File: config.mk
export PLATFORM = sky130hd
export DESIGN_NAME = rx_frame_delimiter
export DESIGN_NICKNAME = d
export VERILOG_FILES = /design/src/rtl/rs_pkg.sv /design/src/rtl/rx_len_counter.sv /design/src/rtl/rx_frame_delimiter.sv
export SDC_FILE = /design/constraint.sdc
export NUM_CORES = 1
export LEC_CHECK = 0
export CAP_MARGIN = 5
export CORE_UTILIZATION = 56
export CTS_CLUSTER_SIZE = 25
export DETAILED_ROUTE_END_ITERATION = 6
export GPL_TIMING_DRIVEN = 0
export PLACE_DENSITY = 0.84
export SLEW_MARGIN = 20
export SYNTH_ARGS = -nofsm -noshare
export SYNTH_HDL_FRONTEND = slang
export SYNTH_HIERARCHICAL = 1
export SYNTH_SLANG_ARGS = --single-unit
File: constraint.sdc
create_clock -name rx_clk -period 3.2 [get_ports rx_clk]
set_input_delay 0.48 -clock rx_clk [delete_from_list [all_inputs] [get_ports rx_clk]]
set_output_delay 0.48 -clock rx_clk [all_outputs]
set_load 0.02 [all_outputs]
File: src/rtl/rs_pkg.sv
// rtl/rs_pkg.sv - shared GMII receive constants, state encoding and idle classification
// Purpose: byte codes seen on the GMII receive path, the frame length limit,
//          the delimiter state encoding and a helper that classifies idle
//          (rx_dv=0) symbols carrying rx_er.
// Ports:   none (package)
package rs_pkg;

  localparam logic [7:0] PREAMBLE        = 8'h55;
  localparam logic [7:0] SFD             = 8'hD5;
  localparam logic [7:0] FALSE_CARRIER   = 8'h0E;
  localparam logic [7:0] CARRIER_EXT     = 8'h0F;
  localparam logic [7:0] CARRIER_EXT_ERR = 8'h1F;

  localparam int COUNT_W   = 11;
  localparam int MAX_COUNT = 2047;

  typedef enum logic [1:0] {
    ST_WAIT_IDLE = 2'd0,
    ST_IDLE      = 2'd1,
    ST_PREAMBLE  = 2'd2,
    ST_DATA      = 2'd3
  } rx_state_t;

  typedef enum logic [1:0] {
    IND_NONE          = 2'd0,
    IND_FALSE_CARRIER = 2'd1,
    IND_CARRIER_EXT   = 2'd2
  } idle_ind_t;

  // Meaning of an rx_dv=0 sample. Carrier extension codes are recognised so
  // they are explicitly distinct from a false carrier and never reported.
  function automatic idle_ind_t classify_idle(input logic er, input logic [7:0] d);
    idle_ind_t ind;
    ind = IND_NONE;
    if (er) begin
      case (d)
        FALSE_CARRIER:                ind = IND_FALSE_CARRIER;
        CARRIER_EXT, CARRIER_EXT_ERR: ind = IND_CARRIER_EXT;
        default:                      ind = IND_NONE;
      endcase
    end
    return ind;
  endfunction

endpackage

File: src/rtl/rx_len_counter.sv
// rtl/rx_len_counter.sv - saturating frame length counter
// Purpose: counts frame bytes; clear wins over increment; holds at MAX_COUNT.
// Ports:   rx_clk, reset_n (async active-low), clear, inc -> count[COUNT_W-1:0]
module rx_len_counter
  import rs_pkg::*;
(
  input  logic               rx_clk,
  input  logic               reset_n,
  input  logic               clear,
  input  logic               inc,
  output logic [COUNT_W-1:0] count
);

  always_ff @(posedge rx_clk or negedge reset_n) begin
    if (!reset_n) begin
      count <= '0;
    end else if (clear) begin
      count <= '0;
    end else if (inc && (count != COUNT_W'(MAX_COUNT))) begin
      count <= count + COUNT_W'(1);
    end
  end

endmodule

File: src/rtl/rx_frame_delimiter.sv
// rtl/rx_frame_delimiter.sv - GMII receive frame delimiter (preamble/SFD strip, framing)
// Purpose: strips preamble and SFD, emits frame bytes one cycle late with
//          sof/eof markers, error flag and length, and reports dropped
//          receptions and false carrier.
// Ports:   rx_clk, reset_n (async active-low), rxd[7:0], rx_dv, rx_er
//          -> data_out[7:0], data_out_valid, sof, eof, frame_error,
//             byte_count[10:0], frame_dropped, false_carrier
module rx_frame_delimiter
  import rs_pkg::*;
(
  input  logic               rx_clk,
  input  logic               reset_n,
  input  logic [7:0]         rxd,
  input  logic               rx_dv,
  input  logic               rx_er,
  output logic [7:0]         data_out,
  output logic               data_out_valid,
  output logic               sof,
  output logic               eof,
  output logic               frame_error,
  output logic [COUNT_W-1:0] byte_count,
  output logic               frame_dropped,
  output logic               false_carrier
);

  rx_state_t          state_q, state_d;
  logic [7:0]         held_q, held_d;
  logic               held_valid_q, held_valid_d;
  logic               held_first_q, held_first_d;
  logic               err_q, err_d;
  logic               fc_seen_q, fc_seen_d;
  logic               cnt_clear, cnt_inc;
  logic [COUNT_W-1:0] cnt;

  logic [7:0]         data_d;
  logic               valid_d, sof_d, eof_d, ferr_d, drop_d, fc_d;
  logic [COUNT_W-1:0] bc_d;

  rx_len_counter u_len_counter (
    .rx_clk  (rx_clk),
    .reset_n (reset_n),
    .clear   (cnt_clear),
    .inc     (cnt_inc),
    .count   (cnt)
  );

  always_ff @(posedge rx_clk or negedge reset_n) begin
    if (!reset_n) begin
      state_q        <= ST_WAIT_IDLE;
      held_q         <= '0;
      held_valid_q   <= 1'b0;
      held_first_q   <= 1'b0;
      err_q          <= 1'b0;
      fc_seen_q      <= 1'b0;
      data_out       <= '0;
      data_out_valid <= 1'b0;
      sof            <= 1'b0;
      eof            <= 1'b0;
      frame_error    <= 1'b0;
      byte_count     <= '0;
      frame_dropped  <= 1'b0;
      false_carrier  <= 1'b0;
    end else begin
      state_q        <= state_d;
      held_q         <= held_d;
      held_valid_q   <= held_valid_d;
      held_first_q   <= held_first_d;
      err_q          <= err_d;
      fc_seen_q      <= fc_seen_d;
      data_out       <= data_d;
      data_out_valid <= valid_d;
      sof            <= sof_d;
      eof            <= eof_d;
      frame_error    <= ferr_d;
      byte_count     <= bc_d;
      frame_dropped  <= drop_d;
      false_carrier  <= fc_d;
    end
  end

  always_comb begin
    state_d      = state_q;
    held_d       = held_q;
    held_valid_d = held_valid_q;
    held_first_d = held_first_q;
    err_d        = err_q;
    fc_seen_d    = 1'b0;
    cnt_clear    = 1'b1;
    cnt_inc      = 1'b0;
    data_d       = '0;
    valid_d      = 1'b0;
    sof_d        = 1'b0;
    eof_d        = 1'b0;
    ferr_d       = 1'b0;
    bc_d         = '0;
    drop_d       = 1'b0;
    fc_d         = 1'b0;

    case (state_q)
      ST_WAIT_IDLE: begin
        if (!rx_dv) state_d = ST_IDLE;
      end

      ST_IDLE: begin
        if (rx_dv) begin
          if (rxd == PREAMBLE) begin
            state_d = ST_PREAMBLE;
          end else begin
            drop_d  = 1'b1;
            state_d = ST_WAIT_IDLE;
          end
        end else if (classify_idle(rx_er, rxd) == IND_FALSE_CARRIER) begin
          // Report once per indication even if it spans several samples.
          fc_seen_d = 1'b1;
          fc_d      = !fc_seen_q;
        end
      end

      ST_PREAMBLE: begin
        if (!rx_dv) begin
          drop_d  = 1'b1;
          state_d = ST_IDLE;
        end else if (rx_er || ((rxd != PREAMBLE) && (rxd != SFD))) begin
          drop_d  = 1'b1;
          state_d = ST_WAIT_IDLE;
        end else if (rxd == SFD) begin
          state_d      = ST_DATA;
          held_valid_d = 1'b0;
          err_d        = 1'b0;
        end
      end

      ST_DATA: begin
        cnt_clear = 1'b0;
        if (rx_dv) begin
          // Release the previously held byte and hold the new one, so the
          // last byte is still available when rx_dv drops to tag it eof.
          cnt_inc      = 1'b1;
          valid_d      = held_valid_q;
          data_d       = held_valid_q ? held_q : 8'h00;
          sof_d        = held_valid_q && held_first_q;
          held_d       = rxd;
          held_valid_d = 1'b1;
          held_first_d = !held_valid_q;
          if (rx_er) err_d = 1'b1;
        end else begin
          state_d      = ST_IDLE;
          held_valid_d = 1'b0;
          err_d        = 1'b0;
          if (held_valid_q) begin
            valid_d = 1'b1;
            data_d  = held_q;
            sof_d   = held_first_q;
            eof_d   = 1'b1;
            ferr_d  = err_q;
            bc_d    = cnt;
          end else begin
            drop_d = 1'b1;
          end
        end
      end

      default: state_d = ST_WAIT_IDLE;
    endcase
  end

endmodule
# Word-level counts from Yosys, hierarchy flattened
# Cells that the tools add are included.
[word_totals] out_inout_bits=25 register_bits=50
[classes] mux=51 n_eq_ne=20 n_addsub=1 n_reduce_logical=14
[ops] operator="two-way mux 11 bit" count=5
[ops] operator="two-way mux 1 bit" count=30
[ops] operator="two-way mux 2 bit" count=9
[ops] operator="== test 8 x 4 -> 1 bit, second input constant" count=2
[ops] operator="two-way mux 8 bit" count=2
[ops] operator="adder 11 x 1 -> 11 bit, second input constant" count=1
[ops] operator="!= test 11 bit, second input constant" count=1
[ops] operator="!= test 2 bit, second input constant" count=5
[ops] operator="== test 8 x 5 -> 1 bit, second input constant" count=1
[ops] operator="== test 8 x 7 -> 1 bit, second input constant" count=1
[ops] operator="== test 8 bit, second input constant" count=1
[ops] operator="!= test 8 x 7 -> 1 bit, second input constant" count=1
[ops] operator="!= test 8 bit, second input constant" count=1
[ops] operator="one-hot mux 2 bit (3 select lines)" count=1
[ops] operator="AND reduction 5 bit" count=1
[ops] operator="== test 2 x 1 -> 1 bit, second input constant" count=2
[ops] operator="== test 2 bit, second input constant" count=2
[ops] operator="!= test 4 bit, second input constant" count=1
[ops] operator="one-hot mux 1 bit (2 select lines)" count=2
[ops] operator="one-hot mux 2 bit (2 select lines)" count=1
[ops] operator="AND reduction 4 bit" count=1
[ops] operator="OR reduction 2 bit" count=2
[ops] operator="logical AND 1 bit" count=3
[ops] operator="!= test 3 bit, second input constant" count=1
[ops] operator="8 further kinds" count=9

# Depth between registers and ports, before layout
# Gate-level depths: netlist of run 1.
[depth] depth_word=10 ltp_mapped=8

# Modules after synthesis
# The synthesis of run 1 kept the hierarchy.
[modules_own_cells] module="rx_frame_delimiter" n_inst=1 cells_per_inst=128 area_per_inst_um2=1577.8
[modules_own_cells] module="rx_len_counter" n_inst=1 cells_per_inst=58 area_per_inst_um2=580.6

# Least setup slack after synthesis of run 1
# Ideal clock, no wire load.
[synth_timing] path_kind="register to register" start="register state_q[0]" end="register u_len_counter.count[4]" setup_ns=0.078 arrival_time_ns=1.766 t_required_ns=3.122 stages_incl_launch_ff=9 slack_ns=1.356 cell_sequence="dfrtp_1 -> ha_1 -> nand2_1 -> clkbuf_1 -> inv_1 -> o31ai_4 -> buf_6 -> or3_2 -> a21oi_1"
[synth_via] elab_chain_cells=4 word_cells_on_any_way=5
[synth_lines] item="from (decl)" line_no="rx_frame_delimiter.sv:26" rtl="rx_state_t state_q, state_d;"
[synth_lines] item="from (signal assigned)" line_no="rx_frame_delimiter.sv:64" rtl="state_q <= state_d;"
[synth_lines] item="== test 2 bit" line_no="rx_frame_delimiter.sv:99" rtl="case (state_q)"
[synth_lines] item="two-way mux 1 bit" line_no="rx_frame_delimiter.sv:99"
[synth_lines] item="net cnt_inc" line_no="rx_frame_delimiter.sv:32" rtl="logic cnt_clear, cnt_inc;"
[synth_lines] item="logical AND 1 bit" line_no="rx_len_counter.sv:19" rtl="end else if (inc && (count != COUNT_W'(MAX_COUNT))) begin"
[synth_lines] item="!= test 2 x 1 -> 1 bit (no source line)"
[synth_lines] item="to (signal assigned)" line_no="rx_len_counter.sv:20" rtl="count <= count + COUNT_W'(1);"
[synth_lines] item="to (decl)" line_no="rx_len_counter.sv:11" rtl="output logic [COUNT_W-1:0] count"
# The timed path passes the listed nets, and every way through them passes these cells.
# A chain may end at the register's enable or synchronous reset.

# Worst setup path after layout of run 1
[layout_timing] start="input port rx_dv" end="register u_len_counter.count[4]"
[layout_via] elab_chain_cells=4
[layout_lines] item="from (decl)" line_no="rx_frame_delimiter.sv:14" rtl="input logic rx_dv,"
[layout_lines] item="two-way mux 1 bit" line_no="rx_frame_delimiter.sv:135" rtl="if (rx_dv) begin"
[layout_lines] item="two-way mux 1 bit" line_no="rx_frame_delimiter.sv:99"
[layout_lines] item="net cnt_inc" line_no="rx_frame_delimiter.sv:32"
[layout_lines] item="logical AND 1 bit" line_no="rx_len_counter.sv:19"
[layout_lines] item="!= test 2 x 1 -> 1 bit (no source line)"
# The timed path passes the listed nets, and every way through them passes these cells.

==> run_results.csv, run 1 <==
group,metric,value,unit
yosys,syn_inst,186,
floorplanning,dieHeight,64.1,µm
global_routing,antenna_found_initial,0,
timing,fmax,437,MHz
cts,path_clk_slew,0.09,ns
global_routing,grt_max_degree,29,
drt,wirelength,3810,µm
power,p_leak,0.00121,µW
yosys,synth_compound_area_frac,0.115,
status,status,"completed",
yosys,syn_nets,203,
yosys,synth_xor_area_frac,0.00406,
hold_path,hp-class,"in -> async",
floorplanning,die_w,64.1,µm
placement,place_congestion,0.783,
cts,htree_levels,2,
yosys,yosysTopAreaCellShare,0.580,
finish,nFillCells,290,
yosys,ys_types,40,
yosys,synth_flop_cell,"dfrtp_1",
timing,hold_violations,0,
yosys,synthMuxAreaShare,0.0510,
cts,clock-sinks,50,
setup_path,required,3.42,ns
finish,layout_common_cells,"dfrtp_1 (50), clkdlybuf4s50_1 (35), and2_1 (13), a21oi_1 (12)",
floorplanning,boundaryPins,37,
setup_path,r2r_slack,1.07,ns
timing,slew_viol_final,0,
floorplanning,initial_core_util,0.585,
yosys,async_flop_share,1.00,
drt,vias,1542,
cts,ctsHoldBuffers,0,
finish,nets,247,
timing,slew_headroom,0.650,
placement,preCtsSetupSlack,0.666,ns
drt,drcViolationCount,0,
setup_path,critPathCaptureType,"register",
floorplanning,dieArea,4110,µm²
timing,period_needed,2.29,ns
global_routing,grt_pass1_wl,6600,µm
yosys,synth_edf_count,0,
yosys,yosys_warnings,6,
power,ir_drop,0.000387,V
drt,routed_via_density,5.53,
floorplanning,core,3690,µm²
finish,final_common_cell,"dfrtp_1",
setup_path,r2r.worst_path.cells,8,
yosys,synth_fa_ha_area_frac,0.0290,
timing,finalSetupTns,0,ns
floorplanning,num_rows,22,
finish,syn2layout_area_growth,25.2,%
drt,wl_per_cell,13.6,µm
setup_path,crit_arrival,2.51,ns
finish,final_layout_size_suffix_gt1_frac,0.130,
global_routing,grt_pass1_vias,1485,
placement,placed_cells,271,
drt,first_pass_iters,5,
timing,finalWorstSetupSlack,0.912,ns
yosys,avgSynthCellArea,11.6,µm²
job,cap_viol_max_count,0,
yosys,synth_top_family_by_area,"simple AND/OR/NAND/NOR gates",
yosys,synth.yosys.seq_area_share,0.580,
finish,fin_cells,279,
timing,rsz0062_at_grt,"false",
timing,tightest_slew,0.525,ns
timing,setup_violations,0,
cts,cts-root-buf,"clkbuf_8",
drt,wl_met2,1800,µm
yosys,ys_seq_elements,50,
finish,n_antenna_cell,0,
cts,cts_inserted_buffers,5,
drt,highest_layer,"met3",
yosys,synthTopCellsByArea,"dfrtp_1 (58%), mux2_2 (4.2%), and2_1 (3.8%), ha_1 (2.9%), a21oi_1 (2.8%)",
power,powerDensity,478,nW/µm²
setup_path,start_kind,"input port",
yosys,yosys.area.top_type,"dfrtp_1",
cts,ctsResizeCount,0,
timing,period_share,0.715,
timing,finClkSkew,0.00524,ns
setup_path,crit_fanout,10,
global_routing,track_usage,0.210,
placement,portBuffers,36,
cts,clockBufferDepth,2,
cts,cts_setup_buffers,0,
drt,drt_iter0_markers,70,
placement,dp_hpwl,2780,µm
drt,wl_met1,1850,µm
yosys,synth_area,2160,µm²
setup_path,reg2reg_to,"u_len_counter/count[4]",
setup_path,reg2reg_from,"state_q[0]",
cts,insertion_delay,0.29,ns
global_routing,grt.overflow.total,0,
yosys,synthSimpleGateAreaFrac,0.191,
drt,ant_nets,0,
cts,cts_tree,"built",
setup_path,worstSetupPathType,"in -> reg",
drt,wl_met3,153,µm
==> per-layer routing <==
metal	vias up	global-route usage
met3	0	0.0482
li1	758	-
met1	737	0.294
met5	-	0
met2	47	0.336
met4	0	0.0426
==> power by group <==
| group | total [µW] | leakage [µW] | internal, µW | switching [µW] |
|---|---|---|---|---|
| combinational | 175 | 0.000465 | 85.1 | 89.4 |
| sequential | 698 | 0.000688 | 673 | 24.9 |
| clock | 421 | 0.0000579 | 230 | 191 |
| total | 1290 | 0.00121 | 988 | 305 |
==> registers in the layout, summed over array words and instances (netlist names), 2 cells and up <==
name                 cells
byte_count              11
u_len_counter/count     11
data_out                 8
held_q                   8
state_q                  2
==> cell usage after synthesis, drive strengths merged (4+ instances only) <==
cell	instances
nor3	4
and3	10
ha	5
clkbuf	6
nand2	9
o21ai	8
a21oi	12
inv	8
and2	14
or4	5
nand3	7
dfrtp	50
mux2	8
nor2	7
o31ai	5
==> critical path, stage by stage <==
cell	delay, ns
clkdlybuf4s50_1	0.58
nand2_1	0.12
clkbuf_1	0.27
inv_1	0.19
o31ai_4	0.12
buf_6	0.16
or3_2	0.44
a21oi_1	0.15
==> kinds of logic (layout without fill, tap and decap cells) <==
group / Yosys count / in the layout
flip-flops: 50 / 50
multiplexers: 10 / 10
AO/OA/AOI/OAI: 37 / 37
XOR/XNOR: 1 / 1
adder cells (fa/ha/maj): 5 / 5
buffers and inverters: 15 / 60
AND/OR/NAND/NOR: 68 / 68
==> worst max-delay path by stage <==
stage	startpoint	depth (start not counted)	to	slack [ns]
after CTS	rx_dv	8	u_len_counter/count[4]	0.95
after global routing	rx_dv	8	u_len_counter/count[4]	0.81
after global placement	reset_n	1	state_q[0]	0.35
final	rx_dv	8	u_len_counter/count[4]	0.91
after detailed placement	rx_dv	8	u_len_counter/count[4]	0.67
after floorplan	state_q[0]	8	u_len_counter/count[4]	1.36
==> cell type report <==
class	count	area [µm²]	share of cell area
multi-input cells	121	843	0.312
clock buffers	5	68.8	0.0255
flip-flops and latches	50	1250	0.463
inverters	8	30.0	0.0111
well taps	48	60.1	0.0222
clock inverters	3	40.0	0.0148
repair buffers	37	375	0.139
plain buffers	7	33.8	0.0125
==> per-stage QoR <==
stage / instance area [µm²] / utilization / total power (µW) / hold slack [ns]
6_report: 2700 / 0.733 / 1290 / 0.141
5_1_grt: 2700 / 0.733 / 1370 / 0.165
4_1_cts: 2700 / 0.733 / 1300 / 0.152
3_5_place_dp: 2590 / 0.703 / 885 / 0.405
3_3_place_gp: 2580 / 0.699 / 876 / 0.395
2_1_floorplan: 2160 / - / 819 / 0.184
(Power assumes the default switching activity.)
==> run 2: changes to the inputs <==
CORE_UTILIZATION = 47   (was 56)
PLACE_DENSITY = 0.75   (was 0.84)
clock period = 2 ns   (was 3.2 ns; I/O delays follow)
==> run 2 against run 1 <==
Effect of this change:
- first-iteration DRC count up 100%
- worst hold slack better by 0.27 ns
- largest cell class unchanged
- total power up 62%
- via count down 0.26%
- clock power up 66%
- register-to-register slack worse by 0.97 ns
- count of clock-buffer cells in the layout up 1
- largest power group unchanged
- critical path depth unchanged
- setup slack worse by 0.81 ns
- clock skew about the same
==> run_results.csv, run 2 (synthesis gave the netlist of run 1 again) <==
group,metric,value,unit
status,status,"completed",
placement,placed_cell_area,2600,µm²
drt,first_pass_iters,4,
power,p_switching,506,µW
setup_path,required,2.22,ns
setup_path,r2r.worst_path.cells,8,
placement,portBuffers,36,
timing,period_needed,1.90,ns
power,p_clk_frac,0.333,
setup_path,critPathCaptureType,"register",
job,cap_viol_max_count,0,
setup_path,r2r_slack,0.10,ns
drt,wirelength,3900,µm
global_routing,grt.overflow.total,0,
global_routing,grt_pass1_vias,1451,
timing,hold_slack,0.413,ns
hold_path,hp-class,"reg -> reg",
cts,clock-sinks,50,
global_routing,grt_max_degree,33,
timing,slew_headroom,0.710,
setup_path,start_kind,"register",
drt,wl_met3,124,µm
timing,finalSetupTns,0,ns
setup_path,crit_arrival,2.12,ns
drt,wl_met1,1910,µm
finish,top_regs,"byte_count x11, u_len_counter/count x11",
cts,insertion_delay,0.30,ns
placement,place_congestion,0.780,
placement,dp_hpwl,2770,µm
power,ir_drop,0.000430,V
power,seqPwrFrac,0.531,
timing,fmax,527,MHz
global_routing,antenna_found_initial,0,
timing,period_share,0.949,
setup_path,worstSetupPathType,"reg -> reg",
drt,wl_per_cell,13.7,µm
drt,vias,1538,
global_routing,track_usage,0.176,
floorplanning,core,4380,µm²
power,sw_frac_of_total,0.242,
cts,htree_levels,2,
finish,seqCellArea,1250,µm²
finish,final_cell_area,2730,µm²
power,powerDensity,768,nW/µm²
drt,wl_met2,1800,µm
finish,nets,248,
finish,syn2layout_area_growth,26.3,%
power,p_comb_frac,0.135,
cts,cts_setup_buffers,0,
placement,preCtsSetupSlack,-0.368,ns
cts,cts_tree,"built",
setup_path,reg2reg_from,"state_q[1]",
setup_path,reg2reg_to,"u_len_counter/count[4]",
drt,ant_nets,0,
finish,multi_input_area,846,µm²
cts,cts_inserted_buffers,5,
drt,routed_via_density,5.42,
finish,nFillCells,367,
timing,slew_viol_final,0,
floorplanning,dieHeight,69.8,µm
power,internal_power,1590,µW
floorplanning,initial_core_util,0.492,
cts,clockBufferDepth,2,
power,p_leak,0.00121,µW
finish,n_antenna_cell,0,
timing,finalWorstSetupSlack,0.103,ns
finish,final_common_cell,"dfrtp_1",
timing,setup_violations,0,
floorplanning,die_w,69.8,µm
drt,drcViolationCount,0,
floorplanning,num_rows,24,
finish,layout_common_cells,"dfrtp_1 (50), clkdlybuf4s50_1 (35), and2_1 (13), a21oi_1 (12)",
timing,finClkSkew,0.00562,ns
cts,path_clk_slew,0.09,ns
finish,final_layout_size_suffix_gt1_frac,0.138,
setup_path,startpoint,"state_q[1]",
drt,highest_layer,"met4",
cts,cts-root-buf,"clkbuf_8",
setup_path,crit_fanout,10,
timing,tightest_slew,0.435,ns
drt,drt_iter0_markers,142,
floorplanning,dieArea,4870,µm²
global_routing,grt_pass1_wl,6800,µm
setup_path,cp-endpoint,"u_len_counter/count[4]",
floorplanning,boundaryPins,37,
timing,hold_violations,0,
-- run 2: timing repair --
action	CTS	global route
hold endpoints to repair	18	0
gates cloned	0	0
gates resized for setup	2	3
setup endpoints to repair	3	1
hold buffers	1	0
-- run 2: routing by layer --
| metal | up-vias | track usage |
|---|---|---|
| met4 | 0 | 0.0667 |
| met5 | - | 0 |
| met2 | 31 | 0.260 |
| li1 | 761 | - |
| met3 | 6 | 0.0363 |
| met1 | 740 | 0.256 |
-- run 2: worst min-delay path by stage --
stage,startpoint,to,cells after the start
after floorplan,reset_n,byte_count[0],0
after detailed placement,reset_n,byte_count[6],1
final,fc_seen_q,false_carrier,1
after global placement,fc_seen_q,false_carrier,1
after CTS,fc_seen_q,false_carrier,1
after global routing,fc_seen_q,false_carrier,1
-- run 2: power by group through the flow --
stage               sequential (µW)  clock [µW]  combinational, µW
floorplan                      1130           0                185
global placement               1130           0                273
detailed placement             1130           0                281
CTS                            1110         720                285
global route                   1120         755                323
finish                         1110         697                284
-- run 2: stage by stage --
stage | utilization | power, µW | instances
global route | 0.622 | 2200 | 284
floorplan | - | 1310 | 186
CTS | 0.621 | 2120 | 284
global placement | 0.589 | 1400 | 274
finish | 0.622 | 2090 | 284
detailed placement | 0.593 | 1410 | 275
-- run 2: area by class of cell --
cell class                 count  area share
buffer                         7      0.0138
clock buffer                   6      0.0266
clock inverter                 2      0.0138
inverter                       8      0.0110
multi-input combinational    121       0.310
sequential                    50       0.459
tap                           52      0.0239
timing repair buffer          38       0.141
-- run 2: worst max-delay path: stages, from the launching register on --
cell     delay (ns)
dfrtp_1        0.39
ha_2           0.23
nand2_1        0.09
buf_4          0.19
inv_2          0.09
o31ai_4        0.09
buf_6          0.15
or3_2          0.44
a21oi_1        0.15
